==> config.mk <==
export PLATFORM = sky130hd
export DESIGN_NAME = awg_delay_sequencer
export DESIGN_NICKNAME = d
export VERILOG_FILES = /design/src/rtl/awg_delay_sequencer.sv
export SDC_FILE = /design/constraint.sdc
export NUM_CORES = 1
export LEC_CHECK = 0
export BUFFER_PORTS_ARGS = -buffer_cell sky130_fd_sc_hd__buf_2
export CORE_ASPECT_RATIO = 1.4
export CORE_MARGIN = 2
export CORE_UTILIZATION = 51
export DETAILED_ROUTE_END_ITERATION = 10
export PLACE_DENSITY = 0.77
export SLEW_MARGIN = 15
export SYNTH_ARGS = -nofsm -noshare
export SYNTH_HDL_FRONTEND = slang
export SYNTH_SLANG_ARGS = --single-unit
export TNS_END_PERCENT = 30
==> constraint.sdc <==
create_clock -name clk -period 2.75 [get_ports clk]
set_clock_uncertainty 0.15 [all_clocks]
set_input_delay 0.55 -clock clk [delete_from_list [all_inputs] [get_ports clk]]
set_output_delay 0.55 -clock clk [all_outputs]
set_load 0.02 [all_outputs]
==> src/rtl/awg_delay_sequencer.sv <==
// Per-port delay-RAM playback sequencer: walks entries 1..N, counts each
// delay down and fires a one-cycle trigger tagged with the entry address.
module awg_delay_sequencer #(
  parameter int ADDR_W     = 11,
  parameter int DATA_W     = 24,
  parameter int LOOP_CNT_W = 16
) (
  input  logic                  clk,
  input  logic                  rst_n,
  input  logic                  start,
  input  logic                  stop,
  input  logic                  loop_en,
  input  logic [ADDR_W-1:0]     entry_count,
  output logic                  ram_rd_en,
  output logic [ADDR_W-1:0]     ram_rd_addr,
  input  logic [DATA_W-1:0]     ram_rd_data,
  output logic                  trig_out,
  output logic [ADDR_W-1:0]     trig_wave_id,
  output logic                  busy,
  output logic                  done,
  output logic [LOOP_CNT_W-1:0] loop_cnt
);

  typedef enum logic [2:0] {IDLE, READ, LOAD, COUNT, FIRE} state_t;

  localparam logic [ADDR_W-1:0] FIRST_IDX = ADDR_W'(1);

  state_t                  state, state_nxt;
  logic [ADDR_W-1:0]       idx, idx_nxt;
  logic [ADDR_W-1:0]       n_lat, n_lat_nxt;
  logic [DATA_W-1:0]       cnt, cnt_nxt;
  logic [LOOP_CNT_W-1:0]   loop_cnt_nxt;
  logic                    rd_en_nxt;
  logic [ADDR_W-1:0]       rd_addr_nxt;
  logic                    trig_nxt;
  logic [ADDR_W-1:0]       wave_id_nxt;
  logic                    busy_nxt;
  logic                    done_nxt;

  // State and registered outputs; every output is the registered form of
  // the value computed for the state being entered.
  always_ff @(posedge clk or negedge rst_n) begin
    if (!rst_n) begin
      state        <= IDLE;
      idx          <= '0;
      n_lat        <= '0;
      cnt          <= '0;
      loop_cnt     <= '0;
      ram_rd_en    <= 1'b0;
      ram_rd_addr  <= '0;
      trig_out     <= 1'b0;
      trig_wave_id <= '0;
      busy         <= 1'b0;
      done         <= 1'b0;
    end else begin
      state        <= state_nxt;
      idx          <= idx_nxt;
      n_lat        <= n_lat_nxt;
      cnt          <= cnt_nxt;
      loop_cnt     <= loop_cnt_nxt;
      ram_rd_en    <= rd_en_nxt;
      ram_rd_addr  <= rd_addr_nxt;
      trig_out     <= trig_nxt;
      trig_wave_id <= wave_id_nxt;
      busy         <= busy_nxt;
      done         <= done_nxt;
    end
  end

  // Next-state and next-output decode.
  always_comb begin
    state_nxt    = state;
    idx_nxt      = idx;
    n_lat_nxt    = n_lat;
    cnt_nxt      = cnt;
    loop_cnt_nxt = loop_cnt;
    rd_en_nxt    = 1'b0;
    rd_addr_nxt  = ram_rd_addr;
    trig_nxt     = 1'b0;
    wave_id_nxt  = trig_wave_id;
    busy_nxt     = busy;
    done_nxt     = 1'b0;

    if (state != IDLE && stop) begin
      // Abort takes priority over every in-flight transition; a trigger
      // already registered for this cycle is still on the output.
      state_nxt = IDLE;
      busy_nxt  = 1'b0;
    end else begin
      unique case (state)
        IDLE: begin
          if (start && !stop) begin
            if (entry_count != '0) begin
              n_lat_nxt    = entry_count;
              idx_nxt      = FIRST_IDX;
              loop_cnt_nxt = '0;
              busy_nxt     = 1'b1;
              rd_en_nxt    = 1'b1;
              rd_addr_nxt  = FIRST_IDX;
              state_nxt    = READ;
            end else begin
              done_nxt = 1'b1;
            end
          end
        end
        READ: begin
          state_nxt = LOAD;
        end
        LOAD: begin
          cnt_nxt   = ram_rd_data;
          state_nxt = COUNT;
        end
        COUNT: begin
          if (cnt == '0) begin
            trig_nxt    = 1'b1;
            wave_id_nxt = idx;
            state_nxt   = FIRE;
          end else begin
            cnt_nxt = cnt - 1'b1;
          end
        end
        FIRE: begin
          if (idx < n_lat) begin
            idx_nxt     = idx + 1'b1;
            rd_en_nxt   = 1'b1;
            rd_addr_nxt = idx + 1'b1;
            state_nxt   = READ;
          end else begin
            if (loop_cnt != '1) loop_cnt_nxt = loop_cnt + 1'b1;
            if (loop_en) begin
              idx_nxt     = FIRST_IDX;
              rd_en_nxt   = 1'b1;
              rd_addr_nxt = FIRST_IDX;
              state_nxt   = READ;
            end else begin
              done_nxt  = 1'b1;
              busy_nxt  = 1'b0;
              state_nxt = IDLE;
            end
          end
        end
        default: state_nxt = IDLE;
      endcase
    end
  end

endmodule

======== Word-level counts from Yosys, hierarchy flattened ========
Cells that the tools add are included.
cells by class
  reduce and logical (&&, ||, !) cells .... 17
  multipliers ............................. 0
  order comparisons ....................... 1
  eq/ne operators ......................... 16
  add/subtract/negate cells ............... 3
  shifts and indexed selects .............. 0
  bitwise operators ....................... 1
  mux-type cells .......................... 40
  divide/modulo/power cells ............... 0
operators by type and width
  cell                     number
  $mux W16                 4
  $pmux W24 S2             1
  $mux W11                 4
  $pmux W16 S2             1
  $logic_not A24 Y1        1
  $mux W24                 1
  $sub A24 B1 Y24 const B  1
  $pmux W11 S2             1
  $mux W1                  20
  $ne A3 B3 Y1 const B     6
  $add A16 B1 Y16 const B  1
  $ne A16 B16 Y1 const B   1
  $pmux W3 S5              1
  $mux W3                  4
  $add A11 B1 Y11 const B  1
  $lt A11 B11 Y1           1
  $reduce_bool A11 Y1      1
  $ne A2 B2 Y1 const B     5
  $reduce_and A5 Y1        2
  $reduce_and A3 Y1        3
  $eq A3 B2 Y1 const B     2
  $pmux W1 S2              3
  $reduce_and A6 Y1        1
  $reduce_bool A3 Y1       2
  8 further kinds          10
storage, ports and cells
  memories kept ........................... 0
  latch bits .............................. 0
  memory bits (read-only) ................. 0
  memory bits (writable) .................. 0
  logic and storage cells ................. 88
  input port bits ......................... 40
  register bits ........................... 80

======== Depth between registers and ports, before layout ========
Gate-level depths: netlist of run 1.
  word-level depth ........................ 5
  depth in mapped cells ................... 11

======== Worst setup path before layout of run 1 ========
OpenSTA, ideal clock, no wires.
  kind .................................... register to register
  start ................................... reg cnt[0]
  end ..................................... reg trig_wave_id[2]
  setup time .............................. 0.128 ns
  required time ........................... 2.472 ns
  period minus slack after synthesis ...... 3.003 ns
  path buffers ............................ 3
  stages on the path, launching flop included .. 11
  path slack .............................. -0.253 ns
  data arrival time ....................... 2.725 ns
  path through ............................ dfrtp_1 > inv_1 > ha_1 > or4b_1 > buf_2 > or4_4 > or2_1 > buf_6 > nor4_4 > buf_6 > mux2_1
on the way
  longest elaborated chain between the ends .. 2
RTL lines
  what                                RTL line  text
  start, declared                     31        logic [DATA_W-1:0] cnt, cnt_nxt;
  start signal, assigned              59        cnt <= cnt_nxt;
  $logic_not A24 Y1                   114       if (cnt == '0) begin
  $reduce_and A3 Y1 (no source line)  --
  end signal, assigned                64        trig_wave_id <= wave_id_nxt;
  end, declared                       18        output logic [ADDR_W-1:0] trig_wave_id,
No other way between the ends.
A chain may end at the register's enable or synchronous reset.

======== Worst setup path in the final report of run 1 ========
  start ................................... reg cnt[0]
  end ..................................... reg trig_wave_id[8]
Same word-level chain as after synthesis.

==> impl_results.md, run 1 <==
* Initial Util at 52.8%
* Final max-slew violation count at 0
* H-tree levels at 3
* Syn Std Cell Area at 4550 um2
* Clock power share at 27.0%
* All-Layer GR Usage at 26.1%
* Setup crit start kind: register
* WL met1 at 4900 um
* Final Cell Area at 5800 um2
* First-pass GRT wire length at 20,400 um
* Synth area leaders: dfrtp_1, o21ai_0, a21oi_1
* EDFF count, synth at 0
* Fill count at 697
* Reg power frac at 36.0%
* Synth warnings at 0
* Crit-path max FO at 12
* CP required at 2.82 ns
* Largest net degree at the start of global routing at 44
* Pwr per Cell Area at 813 nW/um2
* VDD IR max at 0.531 mV
* Die height at 116 um
* DP Wirelength at 8620 um
* Worst-skew pair later-pin latency at 0.34 ns
* Area Growth Syn to Fin at 27.5%
* Crit-path cells: inv_2 -> ha_4 -> or4b_4 -> or4_4 -> or2_4 -> nor4_4 -> buf_12 -> mux2_2
* Sw Pwr at 1.72 mW
* Final Core Density at 67.4%
* Final hold vios at 0
* Clock Path Buffers at 2
* CTS tree: yes
* Clock-pin slew on the worst setup and hold paths at 0.06 ns
* Setup ws final at -0.0809 ns
* Avg Inst Size Synth at 8.92 um2
* #FFs+latches synth at 80
* Num CTS Buffers at 9
* Core Box Area at 8610 um2
* Met3 Wirelength at 641 um
* Synth area leader: dfrtp_1
* # DRC at 0
* DR WL/cell at 16.5 um
* Commonest register cell after synthesis: dfrtp_1
* Status: finished, violations left
* Top Layer Used: met4
* Die X-Extent at 83.8 um
* Die Footprint at 9700 um2
* FP Rows at 40
* Synth top area share at 44.0%
* Setup CP Type: reg2reg
* Layout cell share with drive strength beyond 1 at 28.5%
* Pwr Total at 4.72 mW
* Combinational Power Share at 37.0%
* GRT overflow at 0
* Vias in the first global route at 4,297
* Antenna cells at 0
* Period Utilization, post-route at 103%
* Post-synthesis sequential area ratio at 44.0%
* Ys async rst share at 100%
* Bufs and invs on worst path at 2
* Post-layout nets at 676
* CTS hold repair buffers at 0
* Crit-path max cell delay at 0.49 ns
* Endpoints failing setup at 24
* Top-count cell post-synth: dfrtp_1
* Hold WS at 0.0439 ns
* Actual slew at the worst max-slew pin at 0.637 ns
* Antenna violations before repair at 0
* Post-route antenna net violation count at 0
* 1st-iter DRT viols at 278
* Leakage at 2.66 nW
* Final GP Congestion at 0.851
* Switching share of power at 36.4%
* Data arrival, critical path at 2.90 ns
* Slowest cell on the critical path: or4_4
* Distinct cells, synth at 54
* Placement Cell Area at 5410 um2
* Met2 WL at 6180 um
* Slew margin rel. at 57.4%
* Area of the multi-input gates at 2410 um2
* Register area at 2000 um2
* Crit end category: register
* Mapped Cells at 510
* Tmin final at 2.83 ns
* Top Ports at 82
* Clk sinks at 80
* PortBufs at 81
* Net Count, Synth at 563
* Hold Crit Class: in2async
* Top post-synthesis cells by count: dfrtp_1, o21ai_0, a21oi_1
* Vias at 4,429
* DRT Wirelength at 12,100 um
* Cell family with most CP delay: simple AND/OR/NAND/NOR gates
* P_int at 3.00 mW
* Drt pass-1 iters at 5
* Root Buffer: clkbuf_16
* Maxcap violations at 0
* Top achievable clock speed at 353 MHz
* Vias per inst at 6.05
* Unrepaired setup endpoints after global routing: yes
* Failing checks: negative setup slack
## kinds of logic (layout without fill, tap and decap cells)
logic type,Yosys count,in the layout,synth area share [%]
compound gates,157,157,21.3
buf+inv,50,167,4.79
mux,16,16,3.85
flops,80,80,44.0
simple gates,194,194,22.5
fa+ha+maj,13,13,3.58
## routing by layer
layer,global-route usage [%],vias to the layer above
li1,-,2114
met1,31.1,2121
met2,46.0,163
met3,3.77,31
met4,13.4,0
met5,0,-
## state kept, by name, summed over array words and instances, names as in the netlist
name / count
n_lat: 11
ram_rd_en: 1
trig_wave_id: 11
cnt: 24
done: 1
idx: 11
trig_out: 1
state: 3
loop_cnt: 16
busy: 1
## final timing paths
kind	startpoint	to	slack (ns)	cells after the start
worst max-delay path	cnt[0]$_DFFE_PN0P_	trig_wave_id[8]$_DFFE_PN0P_	-0.08	8
worst min-delay path	rst_n	trig_wave_id[5]$_DFFE_PN0P_	0.04	1
worst max register to register	cnt[0]$_DFFE_PN0P_	trig_wave_id[8]$_DFFE_PN0P_	-0.08	8
worst min register to register	n_lat[0]$_DFFE_PN0P_	n_lat[0]$_DFFE_PN0P_	0.33	2
max in group asynchronous	rst_n	loop_cnt[6]$_DFFE_PN0P_	1.78	2
min in group clk	entry_count[1]	n_lat[1]$_DFFE_PN0P_	0.28	3
## through the flow
stage	instances	TNS, ns	worst slack [ns]
after detailed placement	715	-2.46	-0.194
after CTS	732	-0.953	-0.0897
after global placement	715	-1.05	-0.119
after floorplan	510	-5.06	-0.227
after global routing	732	-3.96	-0.194
final	732	-0.916	-0.0809
## power groups by stage
stage / Clock [mW] / Combinational [mW] / Sequential [mW]
CTS: 1.29 / 1.71 / 1.69
finish: 1.27 / 1.75 / 1.70
floorplan: 0 / 1.01 / 1.74
global route: 1.34 / 1.95 / 1.73
global placement: 0 / 1.59 / 1.69
detailed placement: 0 / 1.65 / 1.71
## cells in the final DEF (no fill, tap or decap), types with 4 or more instances in the layout
cell type,instances
a211oi_1,6
a21oi_1,37
a21oi_2,7
and2_1,5
and3_1,7
and4_1,4
buf_12,5
buf_2,80
buf_4,48
clkbuf_16,9
dfrtp_1,80
ha_1,12
inv_1,15
mux2_1,7
mux2i_1,4
nand2_1,41
nand2b_1,6
nand3_1,21
nand4_1,9
nor2_1,37
nor3_1,16
nor4_1,8
o21ai_0,46
o21ai_1,10
o22a_1,4
o31ai_1,14
or3_1,7
or4_1,12
## timing repair
item	CTS	global route
buffers inserted	2	0
pin swaps	4	1
gates resized for setup	12	13
cloned	0	0
endpoints found under the setup margin	34	36
## worst reg2reg max path: stages, from the launching register on
cell and delay, ns:
dfrtp_1 0.39, inv_2 0.08, ha_4 0.13, or4b_4 0.46, or4_4 0.49, or2_4 0.28
nor4_4 0.19, buf_12 0.18, mux2_2 0.35
## final cells by class
class / count / share of cell area [%]
Clock buffer: 10 / 3.95
Sequential cell: 80 / 34.5
Clock inverter: 5 / 1.42
Inverter: 17 / 1.10
Timing Repair Buffer: 135 / 15.2
Multi-Input combinational cell: 380 / 41.5
Tap cell: 105 / 2.27
(Power assumes the default switching activity.)
==> run 2: changes to the inputs <==
--- a/config.mk
+++ b/config.mk
@@ -10,7 +10,7 @@
 export CORE_MARGIN = 2
 export CORE_UTILIZATION = 51
 export DETAILED_ROUTE_END_ITERATION = 10
-export PLACE_DENSITY = 0.77
+export PLACE_DENSITY = 0.82
 export SLEW_MARGIN = 15
 export SYNTH_ARGS = -nofsm -noshare
 export SYNTH_HDL_FRONTEND = slang
==> run 2 against run 1 <==
The run still ends with negative setup slack left. Core utilization is 0.15 points lower. Via count rose by 2.0%. Maximum frequency shrank 0.79%. Combinational power grew 3%.
==> impl_results.md, run 2 (synthesis results as in run 1) <==
* Status: finished, violations left
* Failing checks: negative setup slack
* Antenna cells at 0
* Slew margin rel. at 55.8%
* R2R Path End: trig_wave_id[8]$_DFFE_PN0P_
* Commonest cells after routing, fill and taps aside: dfrtp_1, buf_2, buf_4, o21ai_0, nand2_1
* Worst R2R Start: cnt[0]$_DFFE_PN0P_
* GRT overflow at 0
* H-tree levels at 3
* Crit end category: register
* Actual slew at the worst max-slew pin at 0.661 ns
* Critical Path Sink: trig_wave_id[8]$_DFFE_PN0P_
* CP required at 2.82 ns
* Biggest register: cnt
* Top achievable clock speed at 350 MHz
* Root Buffer: clkbuf_16
* Die X-Extent at 83.8 um
* Drt pass-1 iters at 5
* Leakage at 2.66 nW
* Worst Reg2Reg Path Length in Cells at 8
* Biggest regs: cnt: 24 flops, loop_cnt: 16 flops
* Layout cell share with drive strength beyond 1 at 29.0%
* Non-Filler Instances at 736
* Initial Util at 52.8%
* Clk sinks at 80
* FP Rows at 40
* Endpoints failing setup at 19
* VDD IR max at 0.534 mV
* Bufs and invs on worst path at 2
* Setup TNS at -1.08 ns
* Antenna violations before repair at 0
* Period Utilization, post-route at 104%
* Unrepaired setup endpoints after global routing: yes
* CTS tree: yes
* DRT Wirelength at 12,300 um
* Inst Count DP at 716
* Die height at 116 um
* R2R setup slack at -0.10 ns
* Clock Path Buffers at 2
* Vias per inst at 6.14
* Setup CP Type: reg2reg
* Tmin final at 2.85 ns
* All-Layer GR Usage at 25.8%
* Cell family with most CP delay: simple AND/OR/NAND/NOR gates
* Largest net degree at the start of global routing at 45
* Num CTS Buffers at 9
* Top Ports at 82
* Crit. Startpoint: cnt[0]$_DFFE_PN0P_
* Core Box Area at 8610 um2
* Hold Crit Class: in2async
* Setup ws final at -0.104 ns
* Vias in the first global route at 4,461
* Crit-path cells: inv_2 -> ha_4 -> or4b_4 -> or4_4 -> or2_4 -> nor4_4 -> buf_12 -> mux2_2
* Final max-slew violation count at 0
* DR WL/cell at 16.7 um
* Data arrival, critical path at 2.92 ns
* Post-layout nets at 680
* DP Wirelength at 8770 um
* Area Growth Syn to Fin at 27.2%
* Worst-skew pair later-pin latency at 0.34 ns
* Clock-pin slew on the worst setup and hold paths at 0.06 ns
* Vias at 4,517
* Number of stages on the worst setup path at 8
* Setup crit start kind: register
* Die Footprint at 9700 um2
* Crit-path max FO at 12
* Slowest cell on the critical path: or4_4
* Final hold vios at 0
* Post-route antenna net violation count at 0
* PortBufs at 81
* Pwr per Cell Area at 784 nW/um2
* Maxcap violations at 0
* Final Core Density at 67.2%
* Max reg flops at 24
* Final GP Congestion at 0.896
* Crit-path max cell delay at 0.49 ns
* First-pass GRT wire length at 20,200 um
* # DRC at 0
* 1st-iter DRT viols at 322
[run 2: cell types whose count changed in the layout (fill, tap and decap cells not counted), sizes merged]
cell	before	now
buf	135	139
bufinv	2	0
clkbuf	10	14
clkinv	0	1
clkinvlp	3	0
[run 2: layer usage]
metal  part of all wire (%)  vias up  global-route usage [%]
met4                    3.5        0                    14.2
met2                     53      183                    45.5
met1                     39     2167                    30.0
met5                      0        -                       0
li1                       -     2133                       -
met3                    5.0       34                    4.34
[run 2: cell type report]
type	instances	area, um2
repair buffers	139	912
clock buffers	14	244
inverters	17	63.8
multi-input cells	380	2430
fillers	667	2820
clock inverters	1	5.00
well taps	105	131
flip-flops and latches	80	2000
[run 2: worst min path at each step]
stage / from / slack [ns] / to
after floorplan: rst_n / 0.10 / busy$_DFFE_PN0P_
after global placement: n_lat[0]$_DFFE_PN0P_ / 0.31 / n_lat[0]$_DFFE_PN0P_
after detailed placement: trig_wave_id[1]$_DFFE_PN0P_ / 0.32 / trig_wave_id[1]$_DFFE_PN0P_
after CTS: rst_n / 0.04 / trig_wave_id[4]$_DFFE_PN0P_
after global routing: rst_n / 0.06 / trig_wave_id[4]$_DFFE_PN0P_
final: rst_n / 0.03 / trig_wave_id[4]$_DFFE_PN0P_
[run 2: repair_timing]
action,CTS,global route
gates resized for setup,8,27
hold buffers,0,0
cloned,0,1
endpoints found under the setup margin,37,46
pin swaps,1,5
buffers inserted,0,4
[run 2: power breakdown]
part	internal (mW)	total [mW]	switching, mW
combinational	0.763	1.80	1.03
clock	0.606	1.04	0.432
sequential	1.48	1.70	0.223
[run 2: stage by stage]
stage | instance area (um2) | worst slack [ns] | hold slack (ns) | power [mW]
after floorplan | 4580 | -0.227 | 0.104 | 2.74
after global placement | 5400 | -0.0899 | 0.308 | 3.25
after detailed placement | 5400 | -0.144 | 0.319 | 3.36
after CTS | 5680 | -0.103 | 0.0446 | 4.43
after global routing | 5790 | -0.152 | 0.0571 | 4.85
final | 5790 | -0.104 | 0.0284 | 4.54
